===== config.mk =====
export PLATFORM = sky130hd
export DESIGN_NAME = vga_fetch_arbiter
export DESIGN_NICKNAME = d
export VERILOG_FILES = /design/src/rtl/vga_fetch_arbiter_pkg.sv /design/src/rtl/vga_fetch_arbiter_line_buffer.sv /design/src/rtl/vga_fetch_arbiter.sv
export SDC_FILE = /design/constraint.sdc
export NUM_CORES = 1
export LEC_CHECK = 0
export ABC_CLOCK_PERIOD_IN_PS = 3000
export CAP_MARGIN = 20
export CORE_AREA = 2 2 335 337
export DETAILED_ROUTE_END_ITERATION = 12
export DIE_AREA = 0 0 337 339
export GPL_TIMING_DRIVEN = 1
export SLEW_MARGIN = 20
export SYNTH_ARGS = -nofsm -noshare
export SYNTH_HDL_FRONTEND = slang
export SYNTH_SLANG_ARGS = --single-unit
export TNS_END_PERCENT = 1

===== constraint.sdc =====
create_clock -name clk -period 3 [get_ports clk]
set_input_delay 0.3 -clock clk [delete_from_list [all_inputs] [get_ports clk]]
set_output_delay 0.3 -clock clk [all_outputs]
set_load 0.01 [all_outputs]

===== src/rtl/vga_fetch_arbiter_pkg.sv =====
// ---------------------------------------------------------------------------
// vga_fetch_arbiter_pkg
// Shared constants for the VGA tile-number prefetch arbiter:
//   - line geometry (super-pixel columns/rows, tile number width)
//   - fetch FSM state encoding
//   - memory slot owner encoding
// ---------------------------------------------------------------------------
package vga_fetch_arbiter_pkg;

    // Line geometry
    localparam int COLS  = 32;   // super-pixels per row
    localparam int ROWS  = 16;   // super-pixel rows per frame
    localparam int PIC_W = 9;    // tile number width
    localparam int COL_W = 5;    // column index width
    localparam int ROW_W = 4;    // row index width

    // Fetch FSM states
    localparam logic [0:0] ST_IDLE  = 1'b0;
    localparam logic [0:0] ST_FETCH = 1'b1;

    // Owner of the memory slot currently presented on the memory port
    localparam logic [1:0] OWN_NONE  = 2'd0;
    localparam logic [1:0] OWN_CPU   = 2'd1;
    localparam logic [1:0] OWN_FETCH = 2'd2;

endpackage


===== src/rtl/vga_fetch_arbiter_line_buffer.sv =====
// ---------------------------------------------------------------------------
// vga_line_buffer
// Double-buffered tile-number line store: 2 banks x COLS entries x PIC_W.
// Ports:
//   clk, reset          clock, synchronous active-low reset (read register only)
//   wrEn/wrBank/wrCol   synchronous write of wrData into [wrBank][wrCol]
//   rdBank/rdCol        read address; rdData is registered (1-cycle latency)
// Storage contents are deliberately not cleared by reset.
// ---------------------------------------------------------------------------
module vga_line_buffer
    import vga_fetch_arbiter_pkg::*;
(
    input  logic             clk,
    input  logic             reset,
    input  logic             wrEn,
    input  logic             wrBank,
    input  logic [COL_W-1:0] wrCol,
    input  logic [PIC_W-1:0] wrData,
    input  logic             rdBank,
    input  logic [COL_W-1:0] rdCol,
    output logic [PIC_W-1:0] rdData
);

    logic [PIC_W-1:0] store_r [0:2*COLS-1];
    logic [PIC_W-1:0] rd_data_r;

    // Write port: one captured tile number per fetch slot
    always_ff @(posedge clk) begin
        if (wrEn) begin
            store_r[{wrBank, wrCol}] <= wrData;
        end
    end

    // Registered read port feeding the pixel path
    always_ff @(posedge clk) begin
        if (!reset) begin
            rd_data_r <= {PIC_W{1'b0}};
        end else begin
            rd_data_r <= store_r[{rdBank, rdCol}];
        end
    end

    assign rdData = rd_data_r;

endmodule


===== src/rtl/vga_fetch_arbiter.sv =====
// ---------------------------------------------------------------------------
// vga_fetch_arbiter
// Shares the single tile-map memory port between CPU accesses and the VGA
// tile-number prefetch, which fills one super-pixel row ahead of the beam
// into the non-display bank of a double-buffered line buffer.
// Ports:
//   clk, reset                  clock, synchronous active-low reset
//   frameStart                  vblank pulse: latch startAddress/rowLength, fetch row 0
//   rowStart, rowIdx            row boundary: swap banks, fetch row rowIdx+1
//   startAddress, rowLength     tile-map origin and stride
//   xSupPix -> PicNum           display-bank read, 1-cycle latency
//   rowReady, underrun          fetch-bank complete / row arrived too early
//   cpuReq/cpuWe/cpuAddr/cpuWData -> cpuAck/cpuRData   CPU access handshake
//   memAddr/memWe/memWData, memRData                   memory port
// ---------------------------------------------------------------------------
module vga_fetch_arbiter
    import vga_fetch_arbiter_pkg::*;
#(
    parameter int ADDR_W = 16,
    parameter int DATA_W = 16
) (
    input  logic              clk,
    input  logic              reset,
    input  logic              frameStart,
    input  logic              rowStart,
    input  logic [ROW_W-1:0]  rowIdx,
    input  logic [ADDR_W-1:0] startAddress,
    input  logic [ADDR_W-1:0] rowLength,
    input  logic [COL_W-1:0]  xSupPix,
    output logic [PIC_W-1:0]  PicNum,
    output logic              rowReady,
    output logic              underrun,
    input  logic              cpuReq,
    input  logic              cpuWe,
    input  logic [ADDR_W-1:0] cpuAddr,
    input  logic [DATA_W-1:0] cpuWData,
    output logic              cpuAck,
    output logic [DATA_W-1:0] cpuRData,
    output logic [ADDR_W-1:0] memAddr,
    output logic              memWe,
    output logic [DATA_W-1:0] memWData,
    input  logic [DATA_W-1:0] memRData
);

    localparam logic [ROW_W-1:0] LAST_ROW = ROW_W'(ROWS - 1);
    localparam logic [COL_W:0]   COLS_CNT = (COL_W + 1)'(COLS);
    localparam logic [COL_W-1:0] LAST_COL = COL_W'(COLS - 1);

    // Fetch sequencing state
    logic [0:0]        state_r;
    logic [COL_W:0]    issue_col_r;     // next column to issue, COLS when all issued
    logic [ADDR_W-1:0] row_base_r;      // tile-map address of the row being fetched
    logic [ADDR_W-1:0] row_len_r;       // latched stride
    logic              disp_bank_r;     // fetch bank is always the other one
    logic              fill_done_r;     // last capture happened on the previous edge

    // Memory slot state
    logic [1:0]        owner_r;         // owner of the slot now on the memory port
    logic [COL_W-1:0]  cap_col_r;       // column of the fetch slot now on the port
    logic              cpu_turn_r;      // next contested slot goes to the CPU
    logic [ADDR_W-1:0] mem_addr_r;
    logic              mem_we_r;
    logic [DATA_W-1:0] mem_wdata_r;

    // Status / CPU response registers
    logic              cpu_ack_r;
    logic [DATA_W-1:0] cpu_rdata_r;
    logic              row_ready_r;
    logic              underrun_r;

    // Per-cycle decisions
    logic              frame_go_s;
    logic              row_ev_s;
    logic              row_go_s;
    logic              start_fetch_s;
    logic              kill_s;
    logic              fetch_elig_s;
    logic              cpu_elig_s;
    logic              grant_cpu_s;
    logic              grant_fetch_s;
    logic              capture_s;
    logic              last_capture_s;
    logic [ADDR_W-1:0] fetch_addr_s;

    // Event qualification and memory slot arbitration
    always_comb begin
        frame_go_s     = frameStart;
        // frameStart takes precedence over a coincident rowStart
        row_ev_s       = rowStart && !frameStart;
        row_go_s       = row_ev_s && (rowIdx < LAST_ROW);
        start_fetch_s  = frame_go_s || row_go_s;
        // Any frame or row boundary discards the capture in flight; the fetch
        // either restarts at column 0 or stops (last row)
        kill_s         = frame_go_s || row_ev_s;
        fetch_elig_s   = (state_r == ST_FETCH) && (issue_col_r < COLS_CNT) && !kill_s;
        // CPU may not re-issue while its op is on the port or being acked
        cpu_elig_s     = cpuReq && (owner_r != OWN_CPU) && !cpu_ack_r;
        capture_s      = (owner_r == OWN_FETCH) && !kill_s;
        last_capture_s = capture_s && (cap_col_r == LAST_COL);
        fetch_addr_s   = row_base_r + {{(ADDR_W - COL_W){1'b0}}, issue_col_r[COL_W-1:0]};

        if (cpu_elig_s && (!fetch_elig_s || cpu_turn_r)) begin
            grant_cpu_s   = 1'b1;
            grant_fetch_s = 1'b0;
        end else if (fetch_elig_s) begin
            grant_cpu_s   = 1'b0;
            grant_fetch_s = 1'b1;
        end else begin
            grant_cpu_s   = 1'b0;
            grant_fetch_s = 1'b0;
        end
    end

    // Row fetch sequencing: start/abort, column issue counter, bank swap
    always_ff @(posedge clk) begin
        if (!reset) begin
            state_r     <= ST_IDLE;
            issue_col_r <= {(COL_W + 1){1'b0}};
            row_base_r  <= {ADDR_W{1'b0}};
            row_len_r   <= {ADDR_W{1'b0}};
            disp_bank_r <= 1'b0;
            fill_done_r <= 1'b0;
        end else begin
            if (frame_go_s) begin
                row_base_r <= startAddress;
                row_len_r  <= rowLength;
            end else if (row_go_s) begin
                row_base_r <= row_base_r + row_len_r;
            end

            if (row_ev_s) begin
                disp_bank_r <= ~disp_bank_r;
            end

            if (start_fetch_s) begin
                state_r     <= ST_FETCH;
                issue_col_r <= {(COL_W + 1){1'b0}};
            end else if (row_ev_s) begin
                // Final row of the frame: nothing further to prefetch
                state_r     <= ST_IDLE;
                issue_col_r <= {(COL_W + 1){1'b0}};
            end else begin
                if (grant_fetch_s) begin
                    issue_col_r <= issue_col_r + 6'd1;
                end
                if (last_capture_s) begin
                    state_r <= ST_IDLE;
                end
            end

            fill_done_r <= last_capture_s;
        end
    end

    // Memory port: register the granted slot and track its owner
    always_ff @(posedge clk) begin
        if (!reset) begin
            mem_addr_r  <= {ADDR_W{1'b0}};
            mem_we_r    <= 1'b0;
            mem_wdata_r <= {DATA_W{1'b0}};
            owner_r     <= OWN_NONE;
            cap_col_r   <= {COL_W{1'b0}};
            cpu_turn_r  <= 1'b0;
        end else begin
            if (grant_cpu_s) begin
                mem_addr_r  <= cpuAddr;
                mem_we_r    <= cpuWe;
                mem_wdata_r <= cpuWData;
                owner_r     <= OWN_CPU;
            end else if (grant_fetch_s) begin
                mem_addr_r  <= fetch_addr_s;
                mem_we_r    <= 1'b0;
                owner_r     <= OWN_FETCH;
                cap_col_r   <= issue_col_r[COL_W-1:0];
            end else begin
                mem_we_r    <= 1'b0;
                owner_r     <= OWN_NONE;
            end

            if (cpu_elig_s && fetch_elig_s) begin
                cpu_turn_r <= ~cpu_turn_r;
            end
        end
    end

    // CPU response: ack the cycle after its slot, returning read data
    always_ff @(posedge clk) begin
        if (!reset) begin
            cpu_ack_r   <= 1'b0;
            cpu_rdata_r <= {DATA_W{1'b0}};
        end else begin
            cpu_ack_r <= (owner_r == OWN_CPU);
            if ((owner_r == OWN_CPU) && !mem_we_r) begin
                cpu_rdata_r <= memRData;
            end
        end
    end

    // Status flags: row completion and early row arrival
    always_ff @(posedge clk) begin
        if (!reset) begin
            row_ready_r <= 1'b0;
            underrun_r  <= 1'b0;
        end else begin
            underrun_r <= row_ev_s && (state_r == ST_FETCH);
            if (start_fetch_s) begin
                row_ready_r <= 1'b0;
            end else if (fill_done_r) begin
                row_ready_r <= 1'b1;
            end
        end
    end

    vga_line_buffer u_line_buffer (
        .clk    (clk),
        .reset  (reset),
        .wrEn   (capture_s && reset),
        .wrBank (~disp_bank_r),
        .wrCol  (cap_col_r),
        .wrData (memRData[PIC_W-1:0]),
        .rdBank (disp_bank_r),
        .rdCol  (xSupPix),
        .rdData (PicNum)
    );

    assign rowReady = row_ready_r;
    assign underrun = underrun_r;
    assign cpuAck   = cpu_ack_r;
    assign cpuRData = cpu_rdata_r;
    assign memAddr  = mem_addr_r;
    assign memWe    = mem_we_r;
    assign memWData = mem_wdata_r;

endmodule

# [Yosys cells after proc, flatten, opt, wreduce, memory -nomap -nowiden]
# Memories as Yosys holds them, arrays and structs flattened. A register that Yosys moved wholly into a read port is not among the register bits.
# Index checks and enable logic that the tools add are counted.
[word_totals] ff_bits=101 mem_bits_rw=576 in_bits=95 out_inout_bits=61 elab_cells=75 mem_count=1
[memory_table] memory="u_line_buffer.store_r" words=64 word_bits=9 rd=1 rd_clocked_by_memory_dff=1 write_ports=1 line_no="vga_fetch_arbiter_line_buffer.sv:24" text="logic [PIC_W-1:0] store_r [0:2*COLS-1];"
[op_classes] add_sub_neg=3 magnitude_cmp=2 n_eq_ne=4 muxes=14 n_bitwise=4 reduce_logical=30
[op_table] op="2-to-1 mux 16 bit" n=4
[op_table] op="adder 16 bit" n=1
[op_table] op="adder 16 x 5 -> 16 bit" n=1
[op_table] op="logical AND 1 bit" n=13
[op_table] op="2-to-1 mux 1 bit" n=9
[op_table] op="adder 6 x 1 -> 6 bit (second input constant)" n=1
[op_table] op="zero test 1 bit" n=6
[op_table] op="less-than comparator 6 bit (second input constant)" n=1
[op_table] op="== test 5 bit (second input constant)" n=1
[op_table] op="less-than comparator 4 bit (second input constant)" n=1
[op_table] op="inverter 1 bit" n=4
[op_table] op="AND reduction 2 bit" n=2
[op_table] op="nonzero test 2 bit" n=2
[op_table] op="OR reduction 2 bit" n=2
[op_table] op="logical OR 1 bit" n=3
[op_table] op="nonzero test 3 bit" n=1
[op_table] op="OR reduction 3 bit" n=1
[op_table] op="== test 2 x 1 -> 1 bit (second input constant)" n=1
[op_table] op="== test 2 bit (second input constant)" n=1
[op_table] op="2-to-1 mux 2 bit" n=1
[op_table] op="inequality test 2 x 1 -> 1 bit (second input constant)" n=1

# [Depth between registers and ports, before layout]
# Gate-level depths: netlist (run 1).
[depth] ltp_word=11 mapped_depth=11 mapped_depth_nobuf=8

# [Modules after synthesis]
# Synthesis (run 1) repeated with hierarchy kept, for this count alone.
[hier_totals] hier_cells=1627 hier_area_um2=27532.7
[by_module_without_submodules] mod="vga_line_buffer" instances=1 cells_each=1067 area_each_um2=22726.8 seq_area_each_um2=17476.8
[by_module_without_submodules] mod="vga_fetch_arbiter" instances=1 cells_each=560 area_each_um2=4805.9 seq_area_each_um2=2021.9

# [Worst setup path before layout (run 1)]
# OpenSTA, ideal clock, no wires.
[synth_timing] path_kind="input-to-reg" start="input port frameStart" end="memory u_line_buffer.store_r[63][0] (enable)" arrival_time_ns=2.175 t_required_ns=2.601 setup_slack_ns=0.426 stages=6 path_cell_list="clkbuf_1 -> nor2_1 -> nand2_1 -> or2_2 -> clkbuf_1 -> nor4_1"
[synth_via] elab_chain_len=8
[synth_rtl] element="start, declared" line_no="vga_fetch_arbiter.sv:24" text="input logic frameStart,"
[synth_rtl] element="zero test 1 bit" line_no="vga_fetch_arbiter.sv:89" text="row_ev_s = rowStart && !frameStart;"
[synth_rtl] element="logical AND 1 bit" line_no="vga_fetch_arbiter.sv:89"
[synth_rtl] element="logical OR 1 bit *" line_no="vga_fetch_arbiter.sv:94" text="kill_s = frame_go_s || row_ev_s;"
[synth_rtl] element="zero test 1 bit *" line_no="vga_fetch_arbiter.sv:98" text="capture_s = (owner_r == OWN_FETCH) && !kill_s;"
[synth_rtl] element="logical AND 1 bit *" line_no="vga_fetch_arbiter.sv:98"
[synth_rtl] element="logical AND 1 bit *" line_no="vga_fetch_arbiter.sv:217" text=".wrEn (capture_s && reset),"
[synth_rtl] element="2-to-1 mux 1 bit *" line_no="vga_fetch_arbiter_line_buffer.sv:29" text="if (wrEn) begin"
[synth_rtl] element="2-to-1 mux 1 bit (implied by the code) *" line_no="vga_fetch_arbiter_line_buffer.sv:30" text="store_r[{wrBank, wrCol}] <= wrData;"
[synth_rtl] element="end, declared" line_no="vga_fetch_arbiter_line_buffer.sv:24"
# Every way passes the cells marked *; elsewhere a longest branch is shown, timed or not.

# [Worst setup path after layout (run 1)]
[layout_timing] start="register row_len_r[12]" end="register row_base_r[15]"
[layout_via] elab_chain_len=3
[layout_rtl] element="start, declared" line_no="vga_fetch_arbiter.sv:53" text="logic [ADDR_W-1:0] row_len_r;"
[layout_rtl] element="start signal, assigned" line_no="vga_fetch_arbiter.sv:120" text="row_len_r <= {ADDR_W{1'b0}};"
[layout_rtl] element="start signal, assigned" line_no="vga_fetch_arbiter.sv:126" text="row_len_r <= rowLength;"
[layout_rtl] element="adder 16 bit" line_no="vga_fetch_arbiter.sv:128" text="row_base_r <= row_base_r + row_len_r;"
[layout_rtl] element="2-to-1 mux 16 bit" line_no="vga_fetch_arbiter.sv:127" text="end else if (row_go_s) begin"
[layout_rtl] element="2-to-1 mux 16 bit" line_no="vga_fetch_arbiter.sv:124" text="if (frame_go_s) begin"
[layout_rtl] element="end signal, assigned" line_no="vga_fetch_arbiter.sv:119" text="row_base_r <= {ADDR_W{1'b0}};"
[layout_rtl] element="end signal, assigned" line_no="vga_fetch_arbiter.sv:125" text="row_base_r <= startAddress;"
[layout_rtl] element="end signal, assigned" line_no="vga_fetch_arbiter.sv:128"
[layout_rtl] element="end, declared" line_no="vga_fetch_arbiter.sv:52" text="logic [ADDR_W-1:0] row_base_r;"
# No other way between the ends. The select of a mux whose other input is x is not followed.
# A chain may end at the register's enable or synchronous reset.

==> qor.txt, run 1 <==
Peak Freq = 387 MHz
Synth top area share = 63.1%
I/O pins = 156
Critical path arrival = 3070 ps
Synth area leaders = edfxtp_1 63%, mux4_2 12%, dfxtp_1 8.0%, nand2_1 1.7%, nor2_1 1.6%
Post-Place Cells = 3281
Initial antenna violation count = 4
Mapped Area = 27400 µm²
Placeable Area = 110000 µm²
Power, Total = 20.9 mW
DRC = 0
Num rows = 122
Avg WL per Cell = 22.2 µm
Min cycle time layout = 2580 ps
Yosys warnings = 0
Share of layout cells above drive strength 1 = 22.7%
CP startpoint = row_len_r[12]
Seq/Total Area, Yosys = 71.1%
Fin Clk Skew = 36.5 ps
Syn avg cell area = 17.3 µm²
Seq. cell area = 19500 µm²
Die Y = 339 µm
Initial core utilization = 24.8%
Syn nets = 1700
Placed cell areas = 31500 µm²
Post-CTS setup buffers = 0
Mapped Cells = 1582
Worst r2r dst = row_base_r[15]
Post-route cell area = 33900 µm²
Clk Latency, worst-skew pair = 650 ps
CTS tree = done
Post-synth cell types = 65
# H-tree levels = 3
Worst R2R Start = row_len_r[12]
Non-Filler Instances = 3418
Hold Crit Class = input pin to flip-flop
Num Clock Sinks = 686
DRT iter0 DRCs = 1833
CP endpoint kind = flip-flop
Status = finished clean
Final hold viol count = 0
Area occupied by multi-input gates = 7400 µm²
Synth Flop Type = edfxtp_1
Max FO, Critical Path = 6
WS Path Type = flip-flop to flip-flop
Worst Path Required = 3490 ps
Layout area overhead = 23.7%
Post-DP HPWL = 50.3 mm
Crit share post-route = 86.1%
Final setup vio count = 0
I/O Buffers = 155
Chip Width = 337 µm
Top-count cell post-synth = edfxtp_1
Tot GR Track Use = 13.1%
Largest net degree at the start of global routing = 84
Post-DRT Antenna Nets = 0
Nets = 1987
Die ar. = 114000 µm²
Detailed Routing Iterations Pass 1 = 6
GR Overflow Total = 0
Yosys top cell by area = edfxtp_1
Yosys reg bits = 686
Worst R2R Path Depth = 7
Max cap viols = 0
Worst setup path endpoint = row_base_r[15]
Via count = 16100
First-pass GRT wire length = 111 mm
CTS Hold Bufs = 0
CTS buffer count = 74
RSZ-0062 raised after global routing = false
PD cells = 617 nW/µm²
EDFF count, synth = 576
Slew @ Worst Pin = 1150 ps
Root Buffer = clkbuf_16
Vias in the first global route = 16600
Post-Synth XOR/XNOR Area = 0.927%
Synth Area in Adders = 1.10%
Async S/R FF share, synth = 0%
RePlAce Congestion = 0.836
Largest family of logic cells by synthesized area = multiplexers
# resized after CTS = 0
Worst-path clk slew = 60 ps
# diodes = 0
Leakage = 11.0 nW
R2R setup slack = 420 ps
Peak VDD IR = 439 µV
Compound-Gate Fraction of Synth Area = 5.19%
Pins Over Slew Limit = 0
CTS Buffer Depth = 3
Via density = 4.70
Worst Setup Start Kind = flip-flop
Simple-Gate Fraction of Synth Area = 5.32%
Post-synthesis mux area share = 14.4%
Final WL = 76.0 mm
Synth cell count leaders = 576 x edfxtp_1, 149 x mux4_2, 121 x nand2_1, 116 x nor2_1, 110 x dfxtp_1
Relative slew slack = 23.2%
Fillcell total = 10700
-- metal layers --
layer  wire length (µm)  GRT usage (%)  vias to the layer above
li1                   -              -                     6880
met1              32900           18.3                     8295
met2              35400           20.6                      773
met3               6460           3.22                      102
met4               1320           2.72                        6
met5                 40              0                        -
-- flip-flops by register name, summed over array words and instances (netlist names), 2 cells and up --
| name | count |
|---|---|
| cap_col_r | 5 |
| u_line_buffer.rdData | 9 |
| memWData | 16 |
| row_len_r | 16 |
| u_line_buffer.store_r | 576 |
| owner_r | 2 |
| issue_col_r | 6 |
| memAddr | 16 |
| row_base_r | 16 |
| cpuRData | 16 |
-- final cells by class --
cell class | instances | area share (%)
clock buffers | 91 | 5.74
clock inverters | 46 | 1.27
inverters | 10 | 0.111
multi-input cells | 794 | 21.8
flip-flops and latches | 686 | 57.5
well taps | 1488 | 5.49
repair buffers | 303 | 8.02
-- power by group --
part           internal [mW]  switching, mW
logic                  0.658          0.831
clock network           5.03           3.89
registers               10.4         0.0926
total                   16.1           4.81
-- critical path: stages, from the launching register on --
cell	delay, ps
dfxtp_1	430
ha_1	340
a21o_1	190
a211o_1	340
a2111oi_0	700
nor3_1	180
xnor2_1	190
o22ai_1	100
-- kinds of logic (layout without fill, tap and decap cells) --
| logic type | count (synthesis) | in the layout |
|---|---|---|
| xor+xnor | 29 | 29 |
| simple gates | 327 | 327 |
| flops | 686 | 686 |
| buf+inv | 102 | 450 |
| fa+ha+maj | 23 | 23 |
| compound gates | 217 | 217 |
| mux | 198 | 198 |
-- how the worst min path moves through the flow --
stage | depth (start not counted) | end | start
4_1_cts | 1 | u_line_buffer.store_r[58][5] | memRData[5]
2_1_floorplan | 0 | u_line_buffer.store_r[0][0] | memRData[0]
6_report | 1 | u_line_buffer.store_r[58][5] | memRData[5]
3_5_place_dp | 2 | memWData[6] | memWData[6]
5_1_grt | 1 | u_line_buffer.store_r[55][5] | memRData[5]
3_3_place_gp | 2 | memWData[15] | memWData[15]
-- per-stage QoR --
stage | hold WS [ps] | utilization (%) | TNS [ps] | setup slack, ps
2_1_floorplan | 399 | - | 0 | 426
3_3_place_gp | 444 | 28.6 | -326 | -22.6
3_5_place_dp | 450 | 28.6 | 0 | 37.3
4_1_cts | 40.1 | 30.7 | 0 | 498
5_1_grt | 47.3 | 30.7 | 0 | 221
6_report | 71.1 | 30.7 | 0 | 416
-- layout by cell type, fill, tap and decap left out, drive strengths merged, types with 38 or more instances in the layout --
| cell type | instances |
|---|---|
| nor2 | 116 |
| buf | 161 |
| edfxtp | 576 |
| mux4 | 155 |
| nand2 | 121 |
| a21oi | 68 |
| mux2i | 38 |
| dfxtp | 110 |
| clkbuf | 91 |
| clkdlybuf4s50 | 142 |
(Power assumes the default switching activity.)
==> run 2, diff against run 1 <==
- SLEW_MARGIN: 20 -> 10
==> run 2 against run 1 <==
Effect of this change:
- via count increased by 0.62%
- sequential share of layout area grew 0.12 points
- clock skew is 6.4 ps lower
- critical endpoint is now row_base_r[8]
- register-to-register slack improved by 70 ps
- non-clock buffer count up 4
- total power fell by 1.7%
- final area fell by 0.21%
- die area is the same
- largest cell class unchanged
==> qor.txt, run 2 (synthesized netlist as in run 1, its figures left out) <==
Pins Over Slew Limit = 0 (unchanged)
Most common cell after layout, fill and taps aside = edfxtp_1 (unchanged)
Initial core utilization = 24.8% (unchanged)
Most frequent cells in the layout = 576 x edfxtp_1, 149 x mux4_2, 142 x clkdlybuf4s50_1, 142 x buf_4, 121 x nand2_1 (was 576 x edfxtp_1, 149 x mux4_2, 144 x buf_4, 142 x clkdlybuf4s50_1, 121 x nand2_1)
PD cells = 608 nW/µm² (was 617 nW/µm²)
Fin Clk Skew = 30.1 ps (was 36.5 ps)
RePlAce Congestion = 0.836 (unchanged)
Initial antenna violation count = 4 (unchanged)
Worst Path Required = 3490 ps (about the same)
Combinational fraction of design power = 7.3% (was 7.1%)
Cell internal pwr = 15.9 mW (was 16.1 mW)
Clock power frac = 41.6% (was 42.7%)
Via count = 16200 (was 16100)
Vias in the first global route = 16400 (was 16600)
Hold Crit Class = input pin to flip-flop (unchanged)
Sw Ratio = 22.5% (was 23.0%)
P_sw = 4.63 mW (was 4.81 mW)
Worst-path clk slew = 60 ps (about the same)
CTS buffer count = 72 (was 74)
WS Path Type = flip-flop to flip-flop (unchanged)
Sequential power share = 51.1% (was 50.2%)
Final hold slack = 72.9 ps (was 71.1 ps)
Largest net degree at the start of global routing = 84 (unchanged)
Non-Filler Instances = 3416 (was 3418)
Peak Freq = 397 MHz (was 387 MHz)
Root Buffer = clkbuf_16 (unchanged)
Leakage = 11.0 nW (about the same)
Max FFs per register = 576 (unchanged)
Layout area overhead = 23.4% (was 23.7%)
DRT iter0 DRCs = 1514 (was 1833)
Max FO, Critical Path = 4 (was 6)
# resized after CTS = 0 (unchanged)
Chip Width = 337 µm (unchanged)
CTS Buffer Depth = 3 (unchanged)
Biggest register = u_line_buffer.store_r (unchanged)
I/O pins = 156 (unchanged)
Final setup vio count = 0 (unchanged)
Post-DRT Antenna Nets = 0 (unchanged)
Tot GR Track Use = 13.1% (about the same)
Placeable Area = 110000 µm² (unchanged)
Power, Total = 20.6 mW (was 20.9 mW)
Relative slew slack = 30.1% (was 23.2%)
Met3 wire length = 6.79 mm (was 6.46 mm)
Num rows = 122 (unchanged)
RSZ-0062 raised after global routing = false (unchanged)
CP endpoint kind = flip-flop (unchanged)
Final core occ = 30.7% (about the same)
# H-tree levels = 3 (unchanged)
Die ar. = 114000 µm² (unchanged)
Post-Place Cells = 3283 (was 3281)
Nets = 1989 (was 1987)
Peak VDD IR = 383 µV (was 439 µV)
Min cycle time layout = 2520 ps (was 2580 ps)
CTS Hold Bufs = 0 (unchanged)
Detailed Routing Iterations Pass 1 = 5 (was 6)
Clk Latency, worst-skew pair = 630 ps (was 650 ps)
Via density = 4.73 (was 4.70)
Die Y = 339 µm (unchanged)
DRT met1 WL = 32.5 mm (was 32.9 mm)
Status = finished clean (unchanged)
Post-DP HPWL = 51.0 mm (was 50.3 mm)
CTS tree = done (unchanged)
Share of layout cells above drive strength 1 = 22.6% (was 22.7%)
Crit share post-route = 83.9% (was 86.1%)
DRC = 0 (unchanged)
Post-CTS setup buffers = 0 (unchanged)
Avg WL per Cell = 22.2 µm (about the same)
I/O Buffers = 155 (unchanged)
Metal2 WL = 35.1 mm (was 35.4 mm)
Critical path arrival = 3010 ps (was 3070 ps)
Max cap viols = 0 (unchanged)
First-pass GRT wire length = 111 mm (about the same)
Final WL = 75.9 mm (was 76.0 mm)
Worst Setup Start Kind = flip-flop (unchanged)
GR Overflow Total = 0 (unchanged)
Final hold viol count = 0 (unchanged)
Top Metal Used = met5 (unchanged)
Slew @ Worst Pin = 1050 ps (was 1150 ps)
Num Clock Sinks = 686 (unchanged)
==> run 2: cell count changes in the layout (fill, tap and decap cells not counted), sizes merged <==
cell / previous run / this run
buf: 161 / 165
bufinv: 4 / 3
clkbuf: 91 / 93
clkinv: 33 / 27
clkinvlp: 6 / 2
diode: 0 / 1
inv: 13 / 15
==> run 2: cell type report <==
cell class | instances | area [µm²]
antenna | 1 | 2.50
inverter | 10 | 37.5
tap | 1488 | 1860
sequential | 686 | 19500
fill | 10700 | 76500
clock buffer | 93 | 1940
clock inverter | 37 | 310
multi-input combinational | 794 | 7400
timing repair buffer | 307 | 2780
==> run 2: metrics by stage <==
step | setup WS (ps) | TNS [ps] | cell area, µm²
after floorplan | 426 | 0 | 27400
after global placement | -22.6 | -326 | 31500
after detailed placement | -11.4 | -102 | 31600
after CTS | 502 | 0 | 33800
after global routing | 309 | 0 | 33800
final | 482 | 0 | 33800
==> run 2: worst max-delay path, cell delays in order (launching register included) <==
cell and delay, ps:
dfxtp_1 360, ha_1 250, fa_1 430, a211oi_1 370
o21ai_0 310, a21o_1 230, a21oi_1 160, xor2_1 180
a21oi_1 90
==> run 2: worst paths after layout <==
path / start / to / slack, ps / cells past startpoint
max reg2reg: row_base_r[0] / row_base_r[8] / 480 / 8
min reg2reg: cpuRData[4] / cpuRData[4] / 450 / 2
max: row_base_r[0] / row_base_r[8] / 480 / 8
min: memRData[5] / u_line_buffer.store_r[56][5] / 70 / 1
==> run 2: per-layer routing <==
metal | vias to the layer above | global-route usage, %
li1 | 6895 | -
met1 | 8371 | 18.0
met2 | 770 | 20.5
met3 | 114 | 3.61
met4 | 6 | 2.93
met5 | - | 0
==> run 2: power groups by stage <==
stage | logic, mW | clock network [mW] | registers (mW)
finish | 1.50 | 8.56 | 10.5
global route | 1.60 | 9.12 | 10.5
CTS | 1.50 | 8.77 | 10.5
detailed placement | 1.49 | 0 | 10.7
global placement | 1.46 | 0 | 10.7
floorplan | 0.737 | 0 | 10.7
